==> src/rtl/session_rr_arbiter.sv <==
// session_rr_arbiter: N-way round-robin arbiter with session hold.
//
// One requester is granted at a time. The grant is held until the grantee
// signals end of session, or until the watchdog forcibly releases it. After
// each release, priority rotates so that the released requester becomes the
// lowest priority.
//
// Ports:
//   clk                  rising-edge clock
//   rst_an               synchronous active-low reset
//   req[N]               level request per requester
//   session_is_finished  current grantee ends its session (used in BUSY only)
//   grant[N]             registered one-hot grant, or zero
//   grant_valid          registered, equals |grant
//   grant_idx[IW]        registered grantee index, 0 when idle
//   timeout              registered one-cycle pulse after a watchdog release
module session_rr_arbiter #(
  parameter int unsigned N        = 4,
  parameter int unsigned MAX_HOLD = 255,
  localparam int unsigned IW      = (N > 1) ? $clog2(N) : 1,
  localparam int unsigned HW      = (MAX_HOLD > 0) ? $clog2(MAX_HOLD + 1) : 1
) (
  input  logic          clk,
  input  logic          rst_an,
  input  logic [N-1:0]  req,
  input  logic          session_is_finished,
  output logic [N-1:0]  grant,
  output logic          grant_valid,
  output logic [IW-1:0] grant_idx,
  output logic          timeout
);

  typedef enum logic [0:0] {StIdle, StBusy} state_e;

  state_e        state_q;
  logic [IW-1:0] rotate_ptr_q;
  logic [HW-1:0] hold_cnt_q;

  logic [IW-1:0] next_ptr;
  logic [IW-1:0] scan_ptr;
  logic [IW-1:0] win_idx;
  logic [IW-1:0] cand;
  logic          win_found;
  logic [N-1:0]  win_onehot;
  logic          wd_hit;
  logic          release_ev;

  // Pointer after a release: one past the current holder, wrapping at N-1.
  assign next_ptr = (grant_idx == IW'(N - 1)) ? '0 : grant_idx + IW'(1);

  // In BUSY the scan only matters on a release, where it uses the rotated pointer.
  assign scan_ptr = (state_q == StBusy) ? next_ptr : rotate_ptr_q;

  assign wd_hit     = (MAX_HOLD != 0) && (hold_cnt_q == HW'(MAX_HOLD - 1));
  assign release_ev = session_is_finished || wd_hit;

  // Cyclic priority scan starting at scan_ptr.
  always_comb begin
    win_found = 1'b0;
    win_idx   = '0;
    cand      = '0;
    for (int unsigned k = 0; k < N; k++) begin
      cand = IW'((32'(scan_ptr) + k) % N);
      if (!win_found && req[cand]) begin
        win_found = 1'b1;
        win_idx   = cand;
      end
    end
  end

  assign win_onehot = {{(N - 1){1'b0}}, 1'b1} << win_idx;

  always_ff @(posedge clk) begin
    if (!rst_an) begin
      state_q      <= StIdle;
      rotate_ptr_q <= '0;
      hold_cnt_q   <= '0;
      grant        <= '0;
      grant_valid  <= 1'b0;
      grant_idx    <= '0;
      timeout      <= 1'b0;
    end else begin
      timeout <= 1'b0;
      unique case (state_q)
        StIdle: begin
          if (win_found) begin
            grant       <= win_onehot;
            grant_valid <= 1'b1;
            grant_idx   <= win_idx;
            hold_cnt_q  <= '0;
            state_q     <= StBusy;
          end
        end
        StBusy: begin
          if (hold_cnt_q != '1) begin
            hold_cnt_q <= hold_cnt_q + HW'(1);
          end
          if (release_ev) begin
            rotate_ptr_q <= next_ptr;
            // A simultaneous finish counts as a normal release.
            timeout      <= wd_hit && !session_is_finished;
            if (win_found) begin
              grant       <= win_onehot;
              grant_valid <= 1'b1;
              grant_idx   <= win_idx;
              hold_cnt_q  <= '0;
            end else begin
              grant       <= '0;
              grant_valid <= 1'b0;
              grant_idx   <= '0;
              state_q     <= StIdle;
            end
          end
        end
        default: state_q <= StIdle;
      endcase
    end
  end

endmodule

==> config.mk <==
export PLATFORM = sky130hd
export DESIGN_NAME = session_rr_arbiter
export DESIGN_NICKNAME = d
export VERILOG_FILES = /design/src/rtl/session_rr_arbiter.sv
export SDC_FILE = /design/constraint.sdc
export NUM_CORES = 1
export LEC_CHECK = 0
export ABC_AREA = 1
export ABC_CLOCK_PERIOD_IN_PS = 5550
export CAP_MARGIN = 20
export CORE_MARGIN = 3
export CORE_UTILIZATION = 60
export DETAILED_ROUTE_END_ITERATION = 7
export GPL_ROUTABILITY_DRIVEN = 0
export PLACE_DENSITY = 0.84
export RECOVER_POWER = 100
export SLEW_MARGIN = 20
export SYNTH_ARGS = -nofsm -noshare
export SYNTH_HDL_FRONTEND = slang
export SYNTH_SLANG_ARGS = --single-unit
export TNS_END_PERCENT = 10
==> constraint.sdc <==
create_clock -name clk -period 5.55 [get_ports clk]
set_input_delay 1.11 -clock clk [delete_from_list [all_inputs] [get_ports clk]]
set_output_delay 1.11 -clock clk [all_outputs]
set_load 0.05 [all_outputs]
== Word level (Yosys, flattened, before mapping) ==
Index checks and enable logic that the tools add are counted.

* Add/subtract/negate cells: 5
* $mul: 0
* Div/mod/pow operators: 0
* Order comparisons: 4
* Eq/ne operators: 5
* Shifts and indexed selects: 1
* Mux-type cells: 37
* Bitwise operators: 1
* Reduce and logical (&&, ||, !) cells: 12

{| class="wikitable"
|+ Operators by type and width
! cell !! number
|-
| $mux 8 || 4
|-
| $mux 2 || 9
|-
| $pmux 8 s2 || 1
|-
| $lt 2x3->1 const B || 4
|-
| $mux 1 || 12
|-
| $mux 4 || 3
|-
| $add 8x1->8 const B || 1
|-
| $bmux 1 s2 || 4
|-
| $eq 8x8->1 const B || 1
|-
| $ne 8x8->1 const B || 1
|-
| $pmux 4 s2 || 1
|-
| $add 2x1->2 const B || 2
|-
| $add 2x2->2 const B || 2
|-
| $logic_and 1x1->1 || 4
|-
| $logic_not 1->1 || 4
|-
| $pmux 1 s2 || 2
|-
| $pmux 2 s2 || 1
|-
| $reduce_and 2->1 || 2
|-
| $shl 1x2->4 const A || 1
|-
| $reduce_and 3->1 || 1
|-
| $eq 2x2->1 const B || 1
|-
| $ne 2x1->1 const B || 1
|-
| $ne 2x2->1 const B || 1
|-
| $logic_or 1x1->1 || 1
|-
| $not 1->1 || 1
|}

* Register bits: 19
* Bits in latches: 0
* RAM bits: 0
* Memory bits (read-only): 0
* Input bits: 7
* Output and inout bits: 8
* Memories kept: 0

== Logic depth before layout (Yosys ltp) ==
Gate-level depths: netlist of run 1.

* Depth in word-level cells: 19
* Mapped depth: 15

== Worst setup path after synthesis of run 1 ==
Ideal clock, no wire load.

* Path kind: reg-to-reg
* Start point: reg grant_idx[0]
* End point: reg hold_cnt_q[0]
* Library setup time: 0.070 ns
* Arrival: 2.119 ns
* Data required time: 5.480 ns
* Slack: 3.361 ns
* Stages on the path, launching flop included: 15
* Clock period less this slack: 2.189 ns
* Cell sequence: dfxtp_1 ha_1 inv_1 nand2_1 nand2_2 nand3_2 nand2_2 nand2_1 nand2_4 nand3_4 nor2_2 nor2_2 nor2_4 nand2_1 a21oi_1

* Longest elaborated chain between the ends: 18
* Elaborated cells between the ends (all ways): 29
* Classes of those cells: 4 x add/sub; 2 x eq/ne; 17 x mux; 6 x reduce/logical

{| class="wikitable"
|+ Ends and longest elaborated chain
! what !! line !! text
|-
| start, declared || 29 || <nowiki>output logic [IW-1:0] grant_idx,</nowiki>
|-
| start signal, assigned || 89 || <nowiki>grant_idx <= win_idx;</nowiki>
|-
| start signal, assigned || 105 || <nowiki>grant_idx <= win_idx;</nowiki>
|-
| $add 2x1->2 / $eq 2x2->1 (equally long branches) || 49 || <nowiki>assign next_ptr = (grant_idx == IW'(N - 1)) ? '0 : grant_idx + IW'(1);</nowiki>
|-
| $mux 2 * || 49 ||
|-
| net next_ptr[1] || 39 || <nowiki>logic [IW-1:0] next_ptr;</nowiki>
|-
| $mux 2 * || 52 || <nowiki>assign scan_ptr = (state_q == StBusy) ? next_ptr : rotate_ptr_q;</nowiki>
|-
| parallel branches: the longest is 11 deep, another holds $add 2x1->2 || n/a ||
|-
| $mux 1 * || 64 || <nowiki>if (!win_found && req[cand]) begin</nowiki>
|-
| $mux 8 || 102 || <nowiki>if (win_found) begin</nowiki>
|-
| $mux 8 || 98 || <nowiki>if (release_ev) begin</nowiki>
|-
| $pmux 8 s2 || 84 || <nowiki>unique case (state_q)</nowiki>
|-
| end signal, assigned || 96 || <nowiki>hold_cnt_q <= hold_cnt_q + HW'(1);</nowiki>
|-
| end, declared || 37 || <nowiki>logic [HW-1:0] hold_cnt_q;</nowiki>
|}

Mark *: on every way through the listed nets, which the timed path passes. The select of a mux whose other input is x is not followed.
A chain may end at the register's enable or synchronous reset.

== Final worst setup path of run 1 ==
* Start point: in req[1]
* End point: reg hold_cnt_q[0]

* Longest elaborated chain between the ends: 15
* Elaborated cells between the ends (all ways): 22
* Classes of those cells: 1 x eq/ne; 15 x mux; 6 x reduce/logical

{| class="wikitable"
|+ Ends and longest elaborated chain
! what !! line !! text
|-
| start, declared || 25 || <nowiki>input logic [N-1:0] req,</nowiki>
|-
| $bmux 1 s2 || 64 ||
|-
| $mux 1 (implied by the code) || 64 ||
|-
| $mux 1 || 64 ||
|-
| $logic_not 1->1 || 64 ||
|-
| $logic_and 1x1->1 || 64 ||
|-
| $mux 1 || 64 ||
|-
| $logic_not 1->1 || 64 ||
|-
| $logic_and 1x1->1 || 64 ||
|-
| $mux 1 || 64 ||
|-
| $logic_not 1->1 || 64 ||
|-
| $logic_and 1x1->1 || 64 ||
|-
| $mux 1 * || 64 ||
|-
| $mux 8 || 102 ||
|-
| $mux 8 || 98 ||
|-
| $pmux 8 s2 || 84 ||
|}

Every way passes the cells marked *; elsewhere a longest branch is shown, timed or not. The select of a mux whose other input is x is not followed.

==> impl_metrics.csv, run 1 <==
group,metric,value,unit
detailed_routing,route.detailed.drc,0,
sta,min_period_over_period,52.6,%
floorplanning,core-area,0.00210,mm²
final_layout,nets,247,
detailed_routing,wl_met3,236,µm
hold_path,hold_class,"reg -> reg",
detailed_routing,drt_iter0_markers,68,
sta,post-route-min-period,2920,ps
clock_network,cts_resized,0,
detailed_routing,via_per_inst,5.59,
global_routing,antenna_found_initial,0,
floorplanning,rows,16,
detailed_routing,met2_length,1.43,mm
sta,max_freq,0.342,GHz
global_routing,grt-ovfl-total,0,
synthesis,ys_warn_count,0,
clock_network,cts_root_buf,"clkbuf_4",
clock_network,cts_buffers,3,
synthesis,syn_area,0.00142,mm²
pwr,ir_drop,0.000229,V
sta,fin_setup_tns,0,ps
global_routing,grt_pass1_wl,5.49,mm
placed_design,dp_hpwl,2.47,mm
placed_design,port_buffers,14,
detailed_routing,vias,1471,
sta,rsz0062_at_grt,"false",
placed_design,dp.cells,259,
worst_setup_path,cp_max_fo,8,
final_layout,nFillCells,175,
detailed_routing,wl_met1,1.48,mm
placed_design,place_area,0.00156,mm²
floorplanning,die_h,54.7,µm
status,outcome,"complete, no violations",
detailed_routing,wl_per_cell,12.0,µm
worst_setup_path,worst_ep_required_time,5800,ps
global_routing,grt_max_degree,16,
sta,maxSlewHeadroom,66.3,%
synthesis,synth_cells,222,
synthesis,syn_avg_cell_area,6.40,µm²
global_routing,grt_pass1_vias,1292,
detailed_routing,drt_wl_total,3.16,mm
clock_network,clock_path_buffers,2,
floorplanning,fp.dieW,54.7,µm
clock_network,cts_tree,"done",
worst_setup_path,critPathArrivalTime,3170,ps
sta,fin_skew,3.91,ps
worst_setup_path,criticalPathCategory,"in -> reg",
synthesis,yosysSeqAreaShare,26.8,%
floorplanning,initial_core_util,67.6,%
floorplanning,die-area,0.00299,mm²
detailed_routing,top_layer,"met4",
sta,slew_viol_final,0,
synthesis,yosys_register_bits,19,
worst_setup_path,critPathLaunchType,"input pin",
final_layout,finalNonFillerCells,263,
sta,hold_viol_final,0,
floorplanning,ios,15,
clock_network,clk_latency,310,ps
synthesis,synth_top_area_cell,"dfxtp_1",
global_routing,grt_usage,25.8,%
pwr,p_leak,0.761,nW
final_layout,final_layout_size_suffix_gt1_share,11.9,%
synthesis,synthTopCellsByArea,"dfxtp_1 (27%), nand2_1 (18%), nand3_1 (8.8%)",
sta,setup_viol_count_final,0,
final_layout,n_antenna_cell,0,
job,maxCapViolCount,0,
pwr,totalPowerFinal,0.472,mW
worst_setup_path,crit_path_end_kind,"flip-flop",
synthesis,synth_top_area_share,26.8,%
clock_network,clk_pin_slew,110,ps
final_layout,final_area,0.00156,mm²
sta,tightest_slew,504,ps
pwr,p_per_area,302,mW/mm²
final_layout,syn_to_final_growth,9.86,%
synthesis,ys_types,29,
clock_network,clock_sinks,19,
clock_network,cts_post_setup_buffers_inserted,0,
detailed_routing,firstDrtPassIters,4,
clock_network,htree_levels,1,
synthesis,synthesis.nets,232,
detailed_routing,antenna_left,0,
clock_network,ctsHoldBuffers,0,
-- layout by cell type (no fill, tap or decap), types with 2 or more instances in the layout --
cell type / netlist / routed
a21oi_1: 17 / 17
clkbuf_4: 0 / 3
clkdlybuf4s50_1: 0 / 3
dfxtp_1: 19 / 19
dlygate4sd3_1: 0 / 11
ha_1: 3 / 3
inv_1: 22 / 22
nand2_1: 68 / 70
nand2_2: 11 / 10
nand2_4: 4 / 3
nand3_1: 25 / 25
nand3_2: 5 / 5
nand4_1: 4 / 5
nor2_1: 15 / 18
o21ai_0: 8 / 8
xor2_1: 2 / 2
-- registers in the layout, indices dropped and copies added (netlist names) --
register      flops
state_q           1
hold_cnt_q        8
rotate_ptr_q      2
grant_idx         2
grant             4
grant_valid       1
timeout           1
-- kinds of logic after synthesis --
kind of cell	share of synthesized area, %
XOR/XNOR	1.85
AO/OA/AOI/OAI	10.6
adder cells (fa/ha/maj)	2.64
AND/OR/NAND/NOR	49.1
flip-flops	26.8
buffers and inverters	9.07
-- layout make-up --
cell class / count / area [µm²] / area share [%]
Clock buffer: 4 / 26.3 / 1.68
Multi-Input combinational cell: 174 / 883 / 56.6
Sequential cell: 19 / 380 / 24.4
Timing Repair Buffer: 14 / 140 / 8.97
Inverter: 25 / 97.6 / 6.25
Tap cell: 27 / 33.8 / 2.16
-- critical path, stage by stage --
cell and delay [ps]:
dlygate4sd3_1 600, inv_1 100, nand3_1 80, nand2_1 100, nand2_1 60, nand2_1 160, nand3_4 90, nor2_1 100
nor2_1 90, nor2_1 410, nand2_1 110, a21oi_1 170
-- per-layer routing --
layer	vias up	global-route usage [%]
li1	754	-
met1	658	34.2
met2	57	38.8
met3	2	6.54
met4	0	11.6
met5	-	0
-- report_power, final --
group | switching, mW | leakage [nW] | internal [mW]
combinational | 0.168 | 0.591 | 0.0716
sequential | 0.0103 | 0.155 | 0.149
clock | 0.0457 | 0.0150 | 0.0281
-- cells in the mapped netlist --
cell type	number
nand3_4	1
ha_1	3
nand2_4	4
inv_4	1
nor2_2	3
nand3_1	25
buf_2	1
clkinv_2	1
nor2_4	1
inv_1	22
nand4_2	1
inv_2	1
nor2_1	15
xnor2_1	1
clkbuf_1	1
a31o_2	1
nand2_1	68
buf_6	2
nand4_1	4
or2_2	1
a21oi_1	17
xor2_1	2
dfxtp_1	19
nor4_1	1
o311ai_0	1
o21ai_0	8
nand3_2	5
a21boi_1	1
nand2_2	11
-- metrics by stage --
stage                     hold slack [ps]  worst slack [ps]  utilization (%)
after global routing                  491              2380             74.3
final                                 473              2630             74.3
after floorplan                       453              3360                -
after CTS                             476              2850             75.7
after global placement                452              2820             74.4
after detailed placement              460              2750             74.4
-- path summary, 6_finish.rpt --
kind / start / end / slack (ps) / depth (start not counted)
max: req[1] / hold_cnt_q[0] / 2630 / 12
min: grant[1] / grant[1] / 470 / 2
max reg2reg: grant_idx[0] / hold_cnt_q[0] / 2840 / 14
min reg2reg: grant[1] / grant[1] / 470 / 2
Power figures use the tool's default switching activity.
==> run 2, diff against run 1 <==
Settings changed: ABC_CLOCK_PERIOD_IN_PS 5550 to 2800, CORE_UTILIZATION 60 to 56, PLACE_DENSITY 0.84 to 0.79.
Clock period 5.55 ns to 2.8 ns, I/O delays scaled along.
==> impl_metrics.csv, run 2 (same netlist as run 1, synthesis figures left out) <==
group,metric,value,unit
floorplanning,initial_core_util,61.3,%
floorplanning,core-area,0.00232,mm²
final_layout,nets,247,
placed_design,dp_hpwl,2.59,mm
pwr,swShare,47.4,%
final_layout,final_common_cell,"nand2_1",
detailed_routing,firstDrtPassIters,4,
worst_setup_path,rr_endpoint,"hold_cnt_q[7]",
clock_network,clock_path_buffers,2,
floorplanning,fp.dieW,56.4,µm
placed_design,port_buffers,14,
clock_network,cts_resized,0,
detailed_routing,wl_per_cell,12.3,µm
detailed_routing,antenna_left,0,
detailed_routing,drt_wl_total,3.26,mm
final_layout,syn_to_final_growth,11.4,%
final_layout,largest_reg_flops,8,
final_layout,nFillCells,211,
pwr,p_seq_share,33.4,%
job,maxCapViolCount,0,
clock_network,ctsHoldBuffers,0,
clock_network,cts_post_setup_buffers_inserted,0,
sta,fin_skew,22.8,ps
worst_setup_path,r2r_slack,360,ps
global_routing,antenna_found_initial,0,
detailed_routing,route.detailed.drc,0,
detailed_routing,via_per_inst,5.56,
final_layout,largest_register,"hold_cnt_q",
pwr,ir_drop,0.000494,V
worst_setup_path,critPathLaunchType,"flip-flop",
clock_network,clk_pin_slew,130,ps
pwr,pwr-share-comb,51.6,%
worst_setup_path,crit_path_end_kind,"flip-flop",
floorplanning,rows,17,
worst_setup_path,worst_ep_required_time,3050,ps
global_routing,grt_usage,21.6,%
final_layout,n_antenna_cell,0,
status,outcome,"complete, no violations",
floorplanning,ios,15,
worst_setup_path,r2r-start,"grant_idx[1]",
sta,min_period_over_period,87.2,%
worst_setup_path,criticalPathCategory,"reg -> reg",
worst_setup_path,cp_max_fo,12,
pwr,p_sw,0.445,mW
pwr,internal_power,0.494,mW
clock_network,clock_sinks,19,
final_layout,final_layout_size_suffix_gt1_share,14.0,%
pwr,p_per_area,593,mW/mm²
global_routing,grt_pass1_vias,1315,
hold_path,worstHoldStart,"grant[1]",
sta,hold_viol_final,0,
clock_network,htree_levels,1,
sta,fin_setup_tns,0,ps
hold_path,min_path_cells,2,
global_routing,grt_max_degree,16,
clock_network,clk_latency,310,ps
worst_setup_path,critPathArrivalTime,2690,ps
detailed_routing,drt_iter0_markers,70,
placed_design,pre_cts_ws,508,ps
sta,max_freq,0.410,GHz
worst_setup_path,rr_worst_depth,12,
sta,setup_ws,359,ps
floorplanning,die_h,56.4,µm
pwr,p_leak,0.770,nW
sta,tightest_slew,516,ps
floorplanning,die-area,0.00318,mm²
hold_path,hold_class,"reg -> reg",
clock_network,cts_buffers,3,
sta,post-route-min-period,2440,ps
sta,maxSlewHeadroom,65.5,%
clock_network,cts_root_buf,"clkbuf_4",
clock_network,cts_tree,"done",
sta,setup_viol_count_final,0,
final_layout,regArea,380,µm²
final_layout,multi_input_area,903,µm²
final_layout,layout_common_cells,"nand2_1 (69), nand3_1 (25), inv_1 (22)",
final_layout,largest_registers,"hold_cnt_q (8), grant (4)",
global_routing,grt-ovfl-total,0,
sta,slew_viol_final,0,
detailed_routing,vias,1469,
global_routing,grt_pass1_wl,5.70,mm
pwr,clockPowerShare,15.1,%
sta,rsz0062_at_grt,"false",
hold_path,whs_endpoint,"grant[1]",
## run 2: critical path: stages, from the launching register on
cell	delay [ps]
dfxtp_1	360
ha_1	190
nor2_1	110
nand2_1	240
nand2_2	330
nand2_1	110
nand2_2	100
nand2_1	90
nand2_4	90
nand4_1	180
nor2_2	320
nand2_1	100
a21oi_1	150
## run 2: worst max path at each step
stage	start	cells after the start	slack, ps	end
4_1_cts	grant_idx[0]	12	530	hold_cnt_q[3]
6_report	grant_idx[1]	12	360	hold_cnt_q[7]
3_3_place_gp	req[1]	12	550	grant_idx[0]
5_1_grt	grant_idx[1]	12	160	hold_cnt_q[2]
3_5_place_dp	req[1]	10	510	hold_cnt_q[7]
2_1_floorplan	grant_idx[0]	14	610	hold_cnt_q[0]
## run 2: power groups by stage
stage	Combinational, mW	Sequential, mW	Clock [mW]
after global routing	0.535	0.317	0.155
final	0.484	0.313	0.142
after detailed placement	0.492	0.321	0
after floorplan	0.321	0.387	0
after global placement	0.483	0.319	0
after CTS	0.493	0.315	0.146
## run 2: final cells by class
type                       count  share of cell area [%]
multi-input combinational    174                    57.0
sequential                    19                    24.0
timing repair buffer          14                    8.85
inverter                      25                    6.16
tap                           28                    2.21
clock buffer                   3                    1.42
clock inverter                 1                   0.316
## run 2: per-stage QoR
stage | total power, mW | hold WS, ps | util (%) | cell area, µm² | cells
after detailed placement | 0.813 | 464 | 67.5 | 1570 | 260
after global placement | 0.801 | 454 | 67.5 | 1570 | 260
after CTS | 0.954 | 482 | 68.7 | 1590 | 264
after floorplan | 0.708 | 453 | - | 1420 | 222
final | 0.939 | 479 | 68.3 | 1580 | 264
after global routing | 1.01 | 502 | 68.3 | 1580 | 264
## run 2: routing by layer
metal  vias to the layer above  track usage (%)  part of all wire (%)
met4                         0             3.39                  0.68
met1                       666             30.5                    48
met3                         4             4.60                   5.5
li1                        750                -                     -
met5                         -                0                     0
met2                        49             34.4                    45
==> run 3, diff against run 2 <==
Settings changed: CELL_PAD_IN_SITES_DETAIL_PLACEMENT set to 1, CELL_PAD_IN_SITES_GLOBAL_PLACEMENT set to 1, CORE_UTILIZATION 56 to 39, PLACE_DENSITY 0.79 to unset, PLACE_DENSITY_LB_ADDON set to 0.1.
==> impl_metrics.csv, run 3 (same netlist as run 1, synthesis figures left out) <==
group,metric,value,unit
placed_design,place_area,0.00159,mm²
floorplanning,initial_core_util,41.6,%
pwr,p_leak,0.770,nW
clock_network,cts_buffers,3,
hold_path,worstHoldStart,"grant[3]",
sta,tightest_slew,529,ps
floorplanning,rows,21,
sta,rsz0062_at_grt,"false",
final_layout,nets,247,
sta,slew_viol_final,0,
global_routing,antenna_found_initial,0,
worst_setup_path,rr_worst_depth,12,
clock_network,clk_latency,310,ps
sta,setup_ws,386,ps
global_routing,grt_max_degree,16,
worst_setup_path,r2r_slack,390,ps
worst_setup_path,crit_path_end_kind,"flip-flop",
global_routing,grt_pass1_wl,6.76,mm
worst_setup_path,cp_max_fo,12,
floorplanning,ios,15,
global_routing,grt_usage,19.7,%
sta,max_freq,0.414,GHz
sta,maxSlewHeadroom,64.6,%
worst_setup_path,critPathArrivalTime,2640,ps
clock_network,cts_post_setup_buffers_inserted,0,
worst_setup_path,criticalPathCategory,"reg -> reg",
hold_path,hold_class,"reg -> reg",
final_layout,largest_register,"hold_cnt_q",
detailed_routing,wl_per_cell,13.7,µm
final_layout,syn_to_final_growth,13.2,%
final_layout,finalNonFillerCells,282,
placed_design,port_buffers,14,
detailed_routing,top_layer,"met4",
worst_setup_path,r2r-start,"grant_idx[0]",
sta,min_period_over_period,86.2,%
clock_network,cts_resized,0,
clock_network,clock_sinks,19,
final_layout,layout_common_cells,"nand2_1 (68), nand3_1 (25), inv_1 (22)",
sta,setup_viol_count_final,0,
clock_network,htree_levels,1,
final_layout,nFillCells,485,
detailed_routing,via_per_inst,5.17,
worst_setup_path,worst_ep_required_time,3020,ps
placed_design,dp.cells,278,
clock_network,clk_pin_slew,120,ps
status,outcome,"complete, no violations",
final_layout,multi_input_area,906,µm²
sta,fin_setup_tns,0,ps
global_routing,grt_pass1_vias,1467,
worst_setup_path,critPathLaunchType,"flip-flop",
detailed_routing,drt_wl_total,3.88,mm
final_layout,final_area,0.00161,mm²
sta,timing.hold.ws,476,ps
clock_network,clock_path_buffers,2,
sta,post-route-min-period,2410,ps
clock_network,cts_root_buf,"clkbuf_4",
pwr,p_per_area,593,mW/mm²
global_routing,grt-ovfl-total,0,
sta,fin_skew,20.4,ps
final_layout,largest_registers,"hold_cnt_q (8), grant (4)",
pwr,ir_drop,0.000273,V
clock_network,ctsHoldBuffers,0,
floorplanning,die-area,0.00440,mm²
detailed_routing,firstDrtPassIters,4,
floorplanning,die_h,66.4,µm
final_layout,largest_reg_flops,8,
hold_path,min_path_cells,2,
detailed_routing,antenna_left,0,
final_layout,regArea,380,µm²
clock_network,cts_tree,"done",
placed_design,dp_hpwl,3.14,mm
final_layout,final_common_cell,"nand2_1",
detailed_routing,wl_met1,1.96,mm
detailed_routing,wl_met3,101,µm
sta,hold_viol_final,0,
detailed_routing,met2_length,1.80,mm
detailed_routing,route.detailed.drc,0,
floorplanning,core-area,0.00342,mm²
final_layout,n_antenna_cell,0,
placed_design,pre_cts_ws,467,ps
floorplanning,fp.dieW,66.4,µm
final_layout,final_layout_size_suffix_gt1_share,14.4,%
detailed_routing,drt_iter0_markers,60,
hold_path,whs_endpoint,"grant[3]",
worst_setup_path,rr_endpoint,"hold_cnt_q[1]",
job,maxCapViolCount,0,
detailed_routing,vias,1459,
==> run 3: changes by cell type in the layout (fill, tap and decap cells not counted) <==
cell,delta
nand2_1,-1
nand2_2,+1
==> run 3: critical path: stages (launching register included) <==
cell and delay (ps):
dfxtp_1 350, ha_1 220, nor2_1 150, nand2_2 170, nand2_2 290, nand2_1 130
nand2_2 110, nand2_1 90, nand2_4 100, nand4_1 180, nor2_2 320, nand2_1 100
a21oi_1 140
==> run 3: final cells by class <==
| type | instances | area share, % |
|---|---|---|
| Clock inverter | 1 | 0.311 |
| Timing Repair Buffer | 14 | 8.71 |
| Clock buffer | 3 | 1.40 |
| Sequential cell | 19 | 23.6 |
| Inverter | 25 | 6.07 |
| Multi-Input combinational cell | 174 | 56.3 |
| Tap cell | 46 | 3.58 |
==> run 3: how the worst max path moves through the flow <==
stage / from / endpoint / slack, ps / depth (start not counted)
after floorplan: grant_idx[0] / hold_cnt_q[0] / 610 / 14
after global placement: req[1] / grant_idx[0] / 520 / 12
after detailed placement: req[3] / grant_idx[0] / 470 / 12
after CTS: grant_idx[0] / hold_cnt_q[3] / 440 / 12
after global routing: grant_idx[0] / hold_cnt_q[2] / 110 / 12
final: grant_idx[0] / hold_cnt_q[1] / 390 / 12
==> run 3: per-layer routing <==
metal  vias to the layer above  global-route usage, %
met5                         -                      0
met4                         0                   3.05
met3                         2                   3.74
met2                        20                   31.5
met1                       688                   27.9
li1                        749                      -
==> run 3: power breakdown <==
part           leakage [nW]  internal, mW  switching (mW)
combinational         0.597         0.147           0.352
sequential            0.155         0.295          0.0194
clock                0.0177        0.0532          0.0879
==> run 3: per-stage QoR <==
step	total power [mW]	utilization [%]
floorplan	0.708	-
global placement	0.814	46.5
detailed placement	0.832	46.5
CTS	0.976	47.3
global route	1.03	47.1
finish	0.954	47.1
